<file path="src/rtl/fifo_pair_pkg.sv">
// Shared constants for the fifo_pair slice: default geometry, data widths and
// the pointer/occupancy widths derived from the default depth.
package fifo_pair_pkg;

  localparam int DEPTH_DEFAULT    = 4;
  localparam int AF_LEVEL_DEFAULT = 3;

  localparam int FIFO1_W = 32;
  localparam int FIFO2_W = 8;

  localparam int PTR_W = $clog2(DEPTH_DEFAULT);
  localparam int OCC_W = PTR_W + 1;

  function automatic int ptr_bits(input int depth);
    return $clog2(depth);
  endfunction

endpackage

</file>
<file path="src/rtl/fifo_sync.sv">
// Single-clock FIFO with a registered one-cycle read port and occupancy-decoded
// full/empty/almost-full flags; a write to a full FIFO is accepted only alongside a pop.
module fifo_sync
  import fifo_pair_pkg::*;
#(
  parameter int WIDTH    = 8,
  parameter int DEPTH    = DEPTH_DEFAULT,
  parameter int AF_LEVEL = AF_LEVEL_DEFAULT
) (
  input  logic             clk,
  input  logic             rst1_n_sync,
  input  logic             wr_en,
  input  logic [WIDTH-1:0] wr_data,
  input  logic             rd_en,
  output logic [WIDTH-1:0] rd_data,
  output logic             rd_valid,
  output logic             full,
  output logic             empty,
  output logic             afull,
  output logic             wr_drop
);

  localparam int PTR_BITS = ptr_bits(DEPTH);
  localparam int CNT_BITS = PTR_BITS + 1;

  localparam logic [CNT_BITS-1:0] FULL_CNT = CNT_BITS'(DEPTH);
  localparam logic [CNT_BITS-1:0] AF_CNT   = CNT_BITS'(AF_LEVEL);

  logic [WIDTH-1:0]    mem [DEPTH];
  logic [PTR_BITS-1:0] wr_ptr_q;
  logic [PTR_BITS-1:0] rd_ptr_q;
  logic [CNT_BITS-1:0] count_q;
  logic                pop_acc;
  logic                wr_acc;

  assign full    = (count_q == FULL_CNT);
  assign empty   = (count_q == '0);
  assign afull   = (count_q >= AF_CNT);

  // A pop frees the slot the same cycle, so a full FIFO can still take a write.
  assign pop_acc = rd_en && !empty;
  assign wr_acc  = wr_en && (!full || pop_acc);
  assign wr_drop = wr_en && !wr_acc;

  always_ff @(posedge clk) begin
    if (wr_acc) mem[wr_ptr_q] <= wr_data;
  end

  always_ff @(posedge clk or negedge rst1_n_sync) begin
    if (!rst1_n_sync) begin
      wr_ptr_q <= '0;
      rd_ptr_q <= '0;
      count_q  <= '0;
      rd_data  <= '0;
      rd_valid <= 1'b0;
    end else begin
      rd_valid <= pop_acc;
      if (pop_acc) begin
        rd_data  <= mem[rd_ptr_q];
        rd_ptr_q <= rd_ptr_q + PTR_BITS'(1);
      end
      if (wr_acc) wr_ptr_q <= wr_ptr_q + PTR_BITS'(1);
      case ({wr_acc, pop_acc})
        2'b10:   count_q <= count_q + CNT_BITS'(1);
        2'b01:   count_q <= count_q - CNT_BITS'(1);
        default: count_q <= count_q;
      endcase
    end
  end

endmodule

</file>
<file path="src/rtl/fifo_pair.sv">
// Two FIFOs written by one strobe (32-bit and 8-bit), popped independently.
// Define FIFO_PAIR_OVF_ERR_EN to build the sticky ovf_err flag; otherwise it is tied low.
module fifo_pair
  import fifo_pair_pkg::*;
#(
  parameter int DEPTH    = DEPTH_DEFAULT,
  parameter int AF_LEVEL = AF_LEVEL_DEFAULT
) (
  input  logic               clk,
  input  logic               rst1_n_sync,
  input  logic               write_en,
  input  logic [FIFO1_W-1:0] data_fifo1,
  input  logic [FIFO2_W-1:0] data_fifo2,
  output logic               fifo1_full,
  output logic               fifo2_full,
  output logic               fifo1_afull,
  input  logic               rd1_en,
  output logic [FIFO1_W-1:0] rd1_data,
  output logic               rd1_valid,
  output logic               fifo1_empty,
  input  logic               rd2_en,
  output logic [FIFO2_W-1:0] rd2_data,
  output logic               rd2_valid,
  output logic               fifo2_empty,
  output logic               ovf_err
);

  logic drop1;
  logic drop2;
  logic fifo2_afull_unused;

  fifo_sync #(.WIDTH(FIFO1_W), .DEPTH(DEPTH), .AF_LEVEL(AF_LEVEL)) u_fifo1 (
    .clk         (clk),
    .rst1_n_sync (rst1_n_sync),
    .wr_en       (write_en),
    .wr_data     (data_fifo1),
    .rd_en       (rd1_en),
    .rd_data     (rd1_data),
    .rd_valid    (rd1_valid),
    .full        (fifo1_full),
    .empty       (fifo1_empty),
    .afull       (fifo1_afull),
    .wr_drop     (drop1)
  );

  fifo_sync #(.WIDTH(FIFO2_W), .DEPTH(DEPTH), .AF_LEVEL(AF_LEVEL)) u_fifo2 (
    .clk         (clk),
    .rst1_n_sync (rst1_n_sync),
    .wr_en       (write_en),
    .wr_data     (data_fifo2),
    .rd_en       (rd2_en),
    .rd_data     (rd2_data),
    .rd_valid    (rd2_valid),
    .full        (fifo2_full),
    .empty       (fifo2_empty),
    .afull       (fifo2_afull_unused),
    .wr_drop     (drop2)
  );

`ifdef FIFO_PAIR_OVF_ERR_EN
  always_ff @(posedge clk or negedge rst1_n_sync) begin
    if (!rst1_n_sync) ovf_err <= 1'b0;
    else if (drop1 || drop2) ovf_err <= 1'b1;
  end
`else
  logic drop_unused;
  assign drop_unused = drop1 | drop2;
  assign ovf_err     = 1'b0;
`endif

endmodule

</file>
<file path="config.mk">
export PLATFORM = sky130hd
export DESIGN_NAME = fifo_pair
export DESIGN_NICKNAME = d
export VERILOG_FILES = /design/src/rtl/fifo_pair_pkg.sv /design/src/rtl/fifo_sync.sv /design/src/rtl/fifo_pair.sv
export SDC_FILE = /design/constraint.sdc
export NUM_CORES = 1
export LEC_CHECK = 0
export ABC_AREA = 0
export BUFFER_PORTS_ARGS = -buffer_cell sky130_fd_sc_hd__buf_2
export CAP_MARGIN = 30
export CORE_ASPECT_RATIO = 0.8
export CORE_UTILIZATION = 35
export CTS_BUF_LIST = sky130_fd_sc_hd__clkbuf_8
export DETAILED_ROUTE_END_ITERATION = 8
export GPL_TIMING_DRIVEN = 0
export SLEW_MARGIN = 20
export SYNTH_ARGS = -nofsm -noshare
export SYNTH_HDL_FRONTEND = slang
export SYNTH_HIERARCHICAL = 1
export SYNTH_SLANG_ARGS = --single-unit
</file>
<file path="constraint.sdc">
create_clock -name clk -period 4.9 [get_ports clk]
set_input_delay 0.98 -clock clk [delete_from_list [all_inputs] [get_ports clk]]
set_output_delay 0.98 -clock clk [all_outputs]
set_load 0.01 [all_outputs]
</file>
==> Word level (Yosys, flattened, before mapping) <==
Memories as Yosys holds them, arrays and structs flattened. A register that Yosys moved wholly into a read port is not among the register bits.
Cells that the tools add are included.
{ "totals": {"regBits": 16, "ramBits": 160, "input_bits": 45, "output_inout_bits": 48, "elab_cells": 47, "memories": 2} }
{ "classes": {"n_addsub": 8, "magnitude_cmp": 1, "eq_ne": 6, "muxes": 6, "n_reduce_logical": 16} }
{ "memory_table": {"columns": ["memory", "depth", "width", "rd", "rd_clocked_by_memory_dff", "write_ports", "line", "source"], "rows": [
  ["u_fifo1.mem", 4, 32, 1, 1, 1, "fifo_sync.sv:29", "logic [WIDTH-1:0] mem [DEPTH];"],
  ["u_fifo2.mem", 4, 8, 1, 1, 1, "fifo_sync.sv:29", null]
]} }
{ "ops": {"columns": ["cell", "n"], "rows": [
  ["3-bit one-hot mux with 2 select lines", 2],
  ["2-bit by 1-bit adder with 2-bit output (second input constant)", 4],
  ["3-bit by 1-bit adder with 3-bit output (second input constant)", 2],
  ["3-bit == test (second input constant)", 2],
  ["1-bit logical NOT", 6],
  ["3-bit logical NOT", 2],
  ["3-bit by 1-bit subtractor with 3-bit output (second input constant)", 2],
  ["2-bit by 1-bit == test with 1-bit output (second input constant)", 2],
  ["2-bit == test (second input constant)", 2],
  ["1-bit logical AND", 4],
  ["1-bit 2-to-1 mux", 4],
  ["2-bit nonzero test", 2],
  ["3-bit by 2-bit >= comparator with 1-bit output (second input constant)", 1],
  ["1-bit logical OR", 2]
]} }

==> Logic depth before layout (Yosys ltp) <==
Gate-level depths: netlist of the first run.
{ "logic_depth": {"depth_word": 7, "mapped_depth": 10, "ltp_nobuf": 9} }

==> By module <==
Netlist of the first run, hierarchy kept.
{ "modules_own_cells": {"columns": ["mod", "instances", "cells_per_inst", "area_each_um2"], "rows": [
  ["fifo_sync at u_fifo1", 1, 358, 6369.9],
  ["fifo_sync at u_fifo2", 1, 117, 1950.6],
  ["fifo_pair", 1, 2, 11.3]
]} }

==> Least setup slack after synthesis of the first run <==
No wires, ideal clock.
{ "synth_path": {"path_kind": "input port to flip-flop", "start": "input port rd1_en", "end": "register u_fifo1.count_q[2]", "setup_time_ns": 0.126, "t_arrival_ns": 2.559, "required_time_ns": 4.774, "path_slack_ns": 2.215, "path_stages": 8, "path_buffers": 1, "cell_sequence": "buf_6 o31ai_4 inv_2 nand2b_1 fa_1 or3b_1 and3_2 a221o_1"} }
{ "synth_between": {"elab_chain_cells": 5, "word_cells_on_any_way": 7, "cone_classes": "eq/ne (2); mux (1); reduce/logical (4)"} }
{ "synth_lines": {"columns": ["item", "line", "source"], "rows": [
  ["from (decl)", "fifo_pair.sv:17", "input logic rd1_en,"],
  ["1-bit logical AND *", "fifo_sync.sv:41", "assign pop_acc = rd_en && !empty;"],
  ["1-bit logical OR", "fifo_sync.sv:42", "assign wr_acc = wr_en && (!full || pop_acc);"],
  ["1-bit logical AND", "fifo_sync.sv:42", null],
  ["2-bit by 1-bit == test with 1-bit output / 2-bit == test (equally long branches)", "fifo_sync.sv:63", "case ({wr_acc, pop_acc})"],
  ["3-bit one-hot mux with 2 select lines / 2-bit nonzero test (equally long branches)", null, null],
  ["to (signal assigned)", "fifo_sync.sv:64", "2'b10: count_q <= count_q + CNT_BITS'(1);"],
  ["to (signal assigned)", "fifo_sync.sv:65", "2'b01: count_q <= count_q - CNT_BITS'(1);"],
  ["to (signal assigned)", "fifo_sync.sv:66", "default: count_q <= count_q;"],
  ["to (decl)", "fifo_sync.sv:32", "logic [CNT_BITS-1:0] count_q;"]
]} }
Every way passes the cells marked *; elsewhere a longest branch is shown, timed or not.
A chain may end at the register's enable or synchronous reset.

==> Final worst setup path of the first run <==
{ "layout_path": {"start": "register u_fifo1.count_q[0]", "end": "output port fifo1_full"} }
{ "layout_between": {"elab_chain_cells": 1} }
{ "layout_lines": {"columns": ["item", "line", "source"], "rows": [
  ["3-bit == test", "fifo_sync.sv:36", "assign full = (count_q == FULL_CNT);"],
  ["to (decl)", "fifo_pair.sv:14", "output logic fifo1_full,"]
]} }
Every way passes these cells.

==> impl_metrics.xml, run 1 <==
<?xml version="1.0" encoding="UTF-8"?>
<metrics>
  <group name="run_status">
    <metric name="status" unit="">finished, final reports clean</metric>
  </group>
  <group name="global_route">
    <metric name="grt_pass1_vias" unit="">4759</metric>
    <metric name="globalRoute.totalOverflow" unit="">0</metric>
    <metric name="initial_antenna_violation_count" unit="">2</metric>
    <metric name="first_pass_grt_wire_length" unit="µm">25400</metric>
    <metric name="grt_start_max_net_pins" unit="">33</metric>
    <metric name="track_usage" unit="%">13.7</metric>
  </group>
  <group name="floorplanning">
    <metric name="area_enclosed_by_the_die_boundary" unit="mm²">0.0244</metric>
    <metric name="number_of_core_rows" unit="">50</metric>
    <metric name="dieHeight" unit="µm">140</metric>
    <metric name="die-width" unit="µm">174</metric>
    <metric name="initial_core_util" unit="%">35.6</metric>
    <metric name="io_pins" unit="">93</metric>
    <metric name="coreArea" unit="mm²">0.0233</metric>
  </group>
  <group name="routing">
    <metric name="drc" unit="">0</metric>
    <metric name="vias" unit="">4369</metric>
    <metric name="via_per_inst" unit="">4.60</metric>
    <metric name="detailedRoute.firstIterationViolations" unit="">206</metric>
    <metric name="detail_route.first_pass.iterations" unit="">4</metric>
    <metric name="postRouteWirelength" unit="µm">16000</metric>
    <metric name="wl_per_cell" unit="µm">16.9</metric>
    <metric name="detail_route_antenna_nets" unit="">0</metric>
  </group>
  <group name="run">
    <metric name="max_cap_violations" unit="">0</metric>
  </group>
  <group name="min_path">
    <metric name="worst_min_delay_path_class" unit="">in2async</metric>
  </group>
  <group name="setup_path">
    <metric name="rrSetupSlack" unit="ns">2.53</metric>
    <metric name="crit_family" unit="">simple AND/OR/NAND/NOR gates</metric>
    <metric name="worstSetupEndpointType" unit="">output port</metric>
    <metric name="worst-path-buf-inv" unit="">3</metric>
    <metric name="r2r-start" unit="">u_fifo1/count_q[0]</metric>
    <metric name="slowest_stage" unit="">sky130_fd_sc_hd__or3b_4</metric>
    <metric name="worst_ep_arrival_time" unit="ns">1.64</metric>
    <metric name="cp-start-kind" unit="">flip-flop</metric>
    <metric name="timing_worst_setup_path_type" unit="">reg2out</metric>
    <metric name="r2r.worst_path.cells" unit="">8</metric>
    <metric name="cp_slowest_stage_delay" unit="ns">0.44</metric>
    <metric name="path_max_fanout" unit="">7</metric>
    <metric name="regToRegEndpoint" unit="">u_fifo1/count_q[2]</metric>
    <metric name="worst_ep_required_time" unit="ns">3.92</metric>
    <metric name="critical_path.cell_chain" unit="">clkbuf_2 &gt; or3b_4 &gt; inv_1 &gt; buf_2</metric>
  </group>
  <group name="clocking">
    <metric name="ctsHtreeMaxLevel" unit="">2</metric>
    <metric name="cts_resized" unit="">0</metric>
    <metric name="path_clk_slew" unit="ns">0.06</metric>
    <metric name="insertion_delay" unit="ns">0.51</metric>
    <metric name="post_cts_setup_buffer_count" unit="">0</metric>
    <metric name="cts_tree" unit="">yes</metric>
    <metric name="ctsLongestPathBuffers" unit="">3</metric>
    <metric name="root_buffer" unit="">sky130_fd_sc_hd__clkbuf_8</metric>
    <metric name="clock_sink_count" unit="">216</metric>
    <metric name="cts_hold_buffers" unit="">0</metric>
    <metric name="cts-buffers-inserted" unit="">37</metric>
  </group>
  <group name="finish">
    <metric name="fillCellCount" unit="">2121</metric>
    <metric name="final_layout_size_suffix_gt1_share" unit="%">33.1</metric>
    <metric name="synthToLayoutAreaGrowth" unit="%">20.3</metric>
    <metric name="nets" unit="">664</metric>
  </group>
  <group name="sta">
    <metric name="hold_ws" unit="ns">0.401</metric>
    <metric name="post-route-worst-setup-slack" unit="ns">2.28</metric>
    <metric name="worst-slew-pin-transition" unit="ns">0.646</metric>
    <metric name="slew_violations" unit="">0</metric>
    <metric name="final_hold_viol_count" unit="">0</metric>
    <metric name="rsz0062_at_grt" unit="">false</metric>
    <metric name="worst_setup_skew_after_layout" unit="ns">0.0228</metric>
    <metric name="final_worst_path_period_share" unit="%">53.4</metric>
    <metric name="max_slew_margin" unit="%">57.0</metric>
    <metric name="achievable-frequency" unit="MHz">382</metric>
    <metric name="setup_viol" unit="">0</metric>
    <metric name="period_needed" unit="ns">2.62</metric>
    <metric name="timing.setup.tns" unit="ns">0</metric>
  </group>
  <group name="logic_synthesis">
    <metric name="synth_area" unit="mm²">0.00831</metric>
    <metric name="syn_inst" unit="">474</metric>
    <metric name="post_synthesis_area_per_instance" unit="µm²">17.5</metric>
    <metric name="yosysWarningCount" unit="">6</metric>
    <metric name="syn-num-nets" unit="">530</metric>
  </group>
  <group name="placement">
    <metric name="port-buffer-count" unit="">90</metric>
    <metric name="gpl.final_weighted_congestion" unit="">0.732</metric>
    <metric name="detailed_place_hpwl" unit="µm">10000</metric>
    <metric name="dp_worst_setup_slack" unit="ns">1.98</metric>
  </group>
  <group name="pwr">
    <metric name="totalPowerFinal" unit="mW">6.01</metric>
    <metric name="p_leak" unit="nW">3.97</metric>
    <metric name="cellPowerDensity" unit="mW/mm²">601</metric>
    <metric name="peakVddDrop" unit="mV">0.182</metric>
  </group>
</metrics>
[layout make-up]
cell class	count	area (µm²)	area share, %
Antenna cell	1	2.50	0.0250
Timing Repair Buffer	95	576	5.76
Buffer	21	113	1.13
Clock buffer	40	551	5.51
Tap cell	312	390	3.90
Multi-Input combinational cell	222	1930	19.3
Sequential cell	216	6210	62.1
Clock inverter	28	169	1.69
Inverter	15	58.8	0.588
[placed cells by master (no fill, tap or decap), drive strengths merged, types with 2 or more instances in the layout]
master     n
bufinv     2
edfxtp   160
nand2    122
or3b       2
xor2       4
mux4      40
mux2       2
buf      105
nor3       2
clkinv    13
o21ai      3
o31ai      2
clkbuf    51
o2111ai    2
xnor2      7
nand3      2
inv       27
nor2b      2
dfrtp     56
nor2       2
fa         2
and2       8
ha         9
and3       2
[report_power, final]
group	internal (mW)	switching, mW	leakage, nW
clock	0.860	0.682	0.414
sequential	2.49	0.190	2.15
combinational	0.804	0.980	1.41
total	4.15	1.85	3.97
[how the worst max path moves through the flow]
| stage | startpoint | endpoint | slack, ns | cells past startpoint |
|---|---|---|---|---|
| floorplan | rd1_en | u_fifo1/count_q[2] | 2.22 | 8 |
| global placement | rd1_en | u_fifo1/count_q[2] | 2.03 | 8 |
| detailed placement | rd1_en | u_fifo1/count_q[2] | 1.98 | 8 |
| CTS | u_fifo1/count_q[0] | fifo1_full | 2.24 | 4 |
| global route | u_fifo1/count_q[0] | fifo1_full | 2.19 | 4 |
| finish | u_fifo1/count_q[0] | fifo1_full | 2.28 | 4 |
[metrics by stage]
step / cell area [µm²] / utilization (%) / std cells
floorplan: 8310 / - / 474
detailed placement: 9170 / 39.3 / 877
finish: 10000 / 42.8 / 950
global placement: 9150 / 39.2 / 876
CTS: 9890 / 42.4 / 945
global route: 10000 / 42.8 / 950
[metal layers]
layer  routed length, µm  up-vias  global-route usage [%]
li1                    -     2017                       -
met1                6840     2218                    17.1
met4                 387        2                    6.00
met2                7970       96                    22.5
met5                  13        -                       0
met3                 835       36                    3.85
[state kept, by name, summed over array words and instances (netlist names)]
name              count
u_fifo1/count_q       3
u_fifo1/mem         128
u_fifo1/rd_data      32
u_fifo1/rd_ptr_q      2
u_fifo1/rd_valid      1
u_fifo1/wr_ptr_q      2
u_fifo2/count_q       3
u_fifo2/mem          32
u_fifo2/rd_data       8
u_fifo2/rd_ptr_q      2
u_fifo2/rd_valid      1
u_fifo2/wr_ptr_q      2
Power figures use the tool's default switching activity.
==> run 2, diff against run 1 <==
Clock period 4.9 ns to 2.6 ns, I/O delays scaled along.
==> impl_metrics.xml, run 2 (same netlist as run 1, synthesis figures left out) <==
<?xml version="1.0" encoding="UTF-8"?>
<metrics>
  <group name="floorplanning">
    <metric name="coreArea" unit="mm²">0.0233</metric>
    <metric name="die-width" unit="µm">174</metric>
    <metric name="initial_core_util" unit="%">35.6</metric>
    <metric name="dieHeight" unit="µm">140</metric>
    <metric name="io_pins" unit="">93</metric>
    <metric name="number_of_core_rows" unit="">50</metric>
    <metric name="area_enclosed_by_the_die_boundary" unit="mm²">0.0244</metric>
  </group>
  <group name="sta">
    <metric name="worst-slew-pin-transition" unit="ns">0.645</metric>
    <metric name="setup_viol" unit="">0</metric>
    <metric name="hold_ws" unit="ns">0.224</metric>
    <metric name="period_needed" unit="ns">2.35</metric>
    <metric name="worst_setup_skew_after_layout" unit="ns">0.0227</metric>
    <metric name="post-route-worst-setup-slack" unit="ns">0.247</metric>
    <metric name="max_slew_margin" unit="%">57.0</metric>
    <metric name="slew_violations" unit="">0</metric>
    <metric name="timing.setup.tns" unit="ns">0</metric>
    <metric name="final_worst_path_period_share" unit="%">90.5</metric>
    <metric name="final_hold_viol_count" unit="">0</metric>
    <metric name="achievable-frequency" unit="MHz">425</metric>
    <metric name="rsz0062_at_grt" unit="">false</metric>
  </group>
  <group name="setup_path">
    <metric name="rrSetupSlack" unit="ns">0.25</metric>
    <metric name="timing_worst_setup_path_type" unit="">reg2reg</metric>
    <metric name="worst_ep_arrival_time" unit="ns">2.75</metric>
    <metric name="crit_family" unit="">simple AND/OR/NAND/NOR gates</metric>
    <metric name="worst_ep_required_time" unit="ns">2.99</metric>
    <metric name="worst-path-buf-inv" unit="">2</metric>
    <metric name="slowest_stage" unit="">sky130_fd_sc_hd__fa_1</metric>
    <metric name="cp-start-kind" unit="">flip-flop</metric>
    <metric name="critical_path.cell_chain" unit="">clkbuf_2 &gt; o31ai_4 &gt; inv_2 &gt; nand2b_1 &gt; fa_1 &gt; or3b_1 &gt; and3_2 &gt; a221o_1</metric>
    <metric name="r2r.worst_path.cells" unit="">8</metric>
    <metric name="path_max_fanout" unit="">8</metric>
    <metric name="critical_path_cell_count" unit="">8</metric>
    <metric name="worstSetupEndpointType" unit="">flip-flop</metric>
    <metric name="cp_slowest_stage_delay" unit="ns">0.42</metric>
  </group>
  <group name="routing">
    <metric name="route.layer.met1.wl" unit="µm">6830</metric>
    <metric name="wl_met3" unit="µm">846</metric>
    <metric name="drc" unit="">0</metric>
    <metric name="maxUsedRoutingLayer" unit="">met5</metric>
    <metric name="vias" unit="">4368</metric>
    <metric name="met2WireLength" unit="µm">7960</metric>
    <metric name="wl_per_cell" unit="µm">16.9</metric>
    <metric name="detail_route.first_pass.iterations" unit="">4</metric>
    <metric name="via_per_inst" unit="">4.59</metric>
    <metric name="detailedRoute.firstIterationViolations" unit="">196</metric>
    <metric name="postRouteWirelength" unit="µm">16000</metric>
    <metric name="detail_route_antenna_nets" unit="">0</metric>
  </group>
  <group name="finish">
    <metric name="nets" unit="">665</metric>
    <metric name="mostFrequentLayoutCell" unit="">sky130_fd_sc_hd__edfxtp_1</metric>
    <metric name="synthToLayoutAreaGrowth" unit="%">20.4</metric>
    <metric name="layout.cells.most_common_list" unit="">sky130_fd_sc_hd__edfxtp_1, sky130_fd_sc_hd__nand2_1, sky130_fd_sc_hd__buf_2</metric>
    <metric name="ff_latch_area" unit="mm²">0.00621</metric>
    <metric name="fillCellCount" unit="">2120</metric>
    <metric name="multiInputGateArea" unit="mm²">0.00193</metric>
    <metric name="final_layout_size_suffix_gt1_share" unit="%">33.1</metric>
    <metric name="reg.largest.list" unit="">u_fifo1/mem: 128 flops, u_fifo1/rd_data: 32 flops, u_fifo2/mem: 32 flops</metric>
    <metric name="largest_reg_flops" unit="">128</metric>
    <metric name="max_flop_register" unit="">u_fifo1/mem</metric>
  </group>
  <group name="pwr">
    <metric name="cellPowerDensity" unit="mW/mm²">1130</metric>
    <metric name="p_leak" unit="nW">3.97</metric>
    <metric name="peakVddDrop" unit="mV">0.344</metric>
  </group>
  <group name="global_route">
    <metric name="grt_start_max_net_pins" unit="">33</metric>
    <metric name="track_usage" unit="%">13.7</metric>
    <metric name="grt_pass1_vias" unit="">4766</metric>
    <metric name="initial_antenna_violation_count" unit="">2</metric>
    <metric name="first_pass_grt_wire_length" unit="µm">25400</metric>
    <metric name="globalRoute.totalOverflow" unit="">0</metric>
  </group>
  <group name="clocking">
    <metric name="clock_sink_count" unit="">216</metric>
    <metric name="cts_tree" unit="">yes</metric>
    <metric name="ctsHtreeMaxLevel" unit="">2</metric>
    <metric name="root_buffer" unit="">sky130_fd_sc_hd__clkbuf_8</metric>
    <metric name="ctsLongestPathBuffers" unit="">3</metric>
    <metric name="cts-buffers-inserted" unit="">37</metric>
    <metric name="insertion_delay" unit="ns">0.51</metric>
    <metric name="post_cts_setup_buffer_count" unit="">0</metric>
    <metric name="path_clk_slew" unit="ns">0.06</metric>
  </group>
  <group name="placement">
    <metric name="dp_worst_setup_slack" unit="ns">0.138</metric>
    <metric name="gpl.final_weighted_congestion" unit="">0.732</metric>
    <metric name="port-buffer-count" unit="">90</metric>
    <metric name="detailed_place_hpwl" unit="µm">10000</metric>
  </group>
  <group name="min_path">
    <metric name="worst_min_delay_path_class" unit="">in2reg</metric>
    <metric name="min_path_cells" unit="">1</metric>
  </group>
  <group name="run">
    <metric name="max_cap_violations" unit="">0</metric>
  </group>
  <group name="run_status">
    <metric name="status" unit="">finished, final reports clean</metric>
  </group>
</metrics>
run 2: path summary, 6_finish.rpt:
kind / to / start
setup / recovery: u_fifo1/count_q[2] / u_fifo1/count_q[0]
hold / removal: u_fifo1/mem[1][11] / data_fifo1[11]
setup reg to reg: u_fifo1/count_q[2] / u_fifo1/count_q[0]
hold reg to reg: u_fifo1/rd_data[7] / u_fifo1/rd_data[7]
max in group asynchronous: u_fifo1/rd_data[2] / rst1_n_sync
min in group asynchronous: u_fifo2/rd_data[2] / rst1_n_sync
run 2: metal layers:
metal	GRT usage (%)	vias to the layer above
li1	-	2018
met1	17.1	2214
met2	22.5	97
met3	3.85	37
met4	6.00	2
met5	0	-
run 2: area by class of cell:
type                    count  area share [%]
plain buffers              21            1.13
inverters                  15           0.588
diodes                      1          0.0250
clock buffers              40            5.50
multi-input cells         222            19.3
well taps                 312            3.90
repair buffers             96            5.85
flip-flops and latches    216            62.0
clock inverters            28            1.69
run 2: power by group:
group | switching [mW] | internal (mW)
combinational | 1.85 | 1.52
clock | 1.29 | 1.62
sequential | 0.358 | 4.69
run 2: what timing repair did:
item / CTS / global route
hold buffers: 1 / 0
endpoints found under the hold margin: 27 / 0
gates resized for setup: 0 / 0
run 2: per-stage QoR:
| step | power (mW) | std cells | util (%) | area, µm² |
|---|---|---|---|---|
| after floorplan | 7.33 | 474 | - | 8310 |
| after global placement | 8.33 | 876 | 39.2 | 9150 |
| after detailed placement | 8.49 | 877 | 39.3 | 9170 |
| after CTS | 11.5 | 946 | 42.4 | 9900 |
| after global routing | 12.1 | 951 | 42.9 | 10000 |
| final | 11.3 | 951 | 42.9 | 10000 |
run 2: worst reg2reg max path, stage by stage (launching register included):
cell and delay (ns):
sky130_fd_sc_hd__dfrtp_1 0.32, sky130_fd_sc_hd__clkbuf_2 0.20, sky130_fd_sc_hd__o31ai_4 0.17, sky130_fd_sc_hd__inv_2 0.19, sky130_fd_sc_hd__nand2b_1 0.10, sky130_fd_sc_hd__fa_1 0.42
sky130_fd_sc_hd__or3b_1 0.38, sky130_fd_sc_hd__and3_2 0.22, sky130_fd_sc_hd__a221o_1 0.25
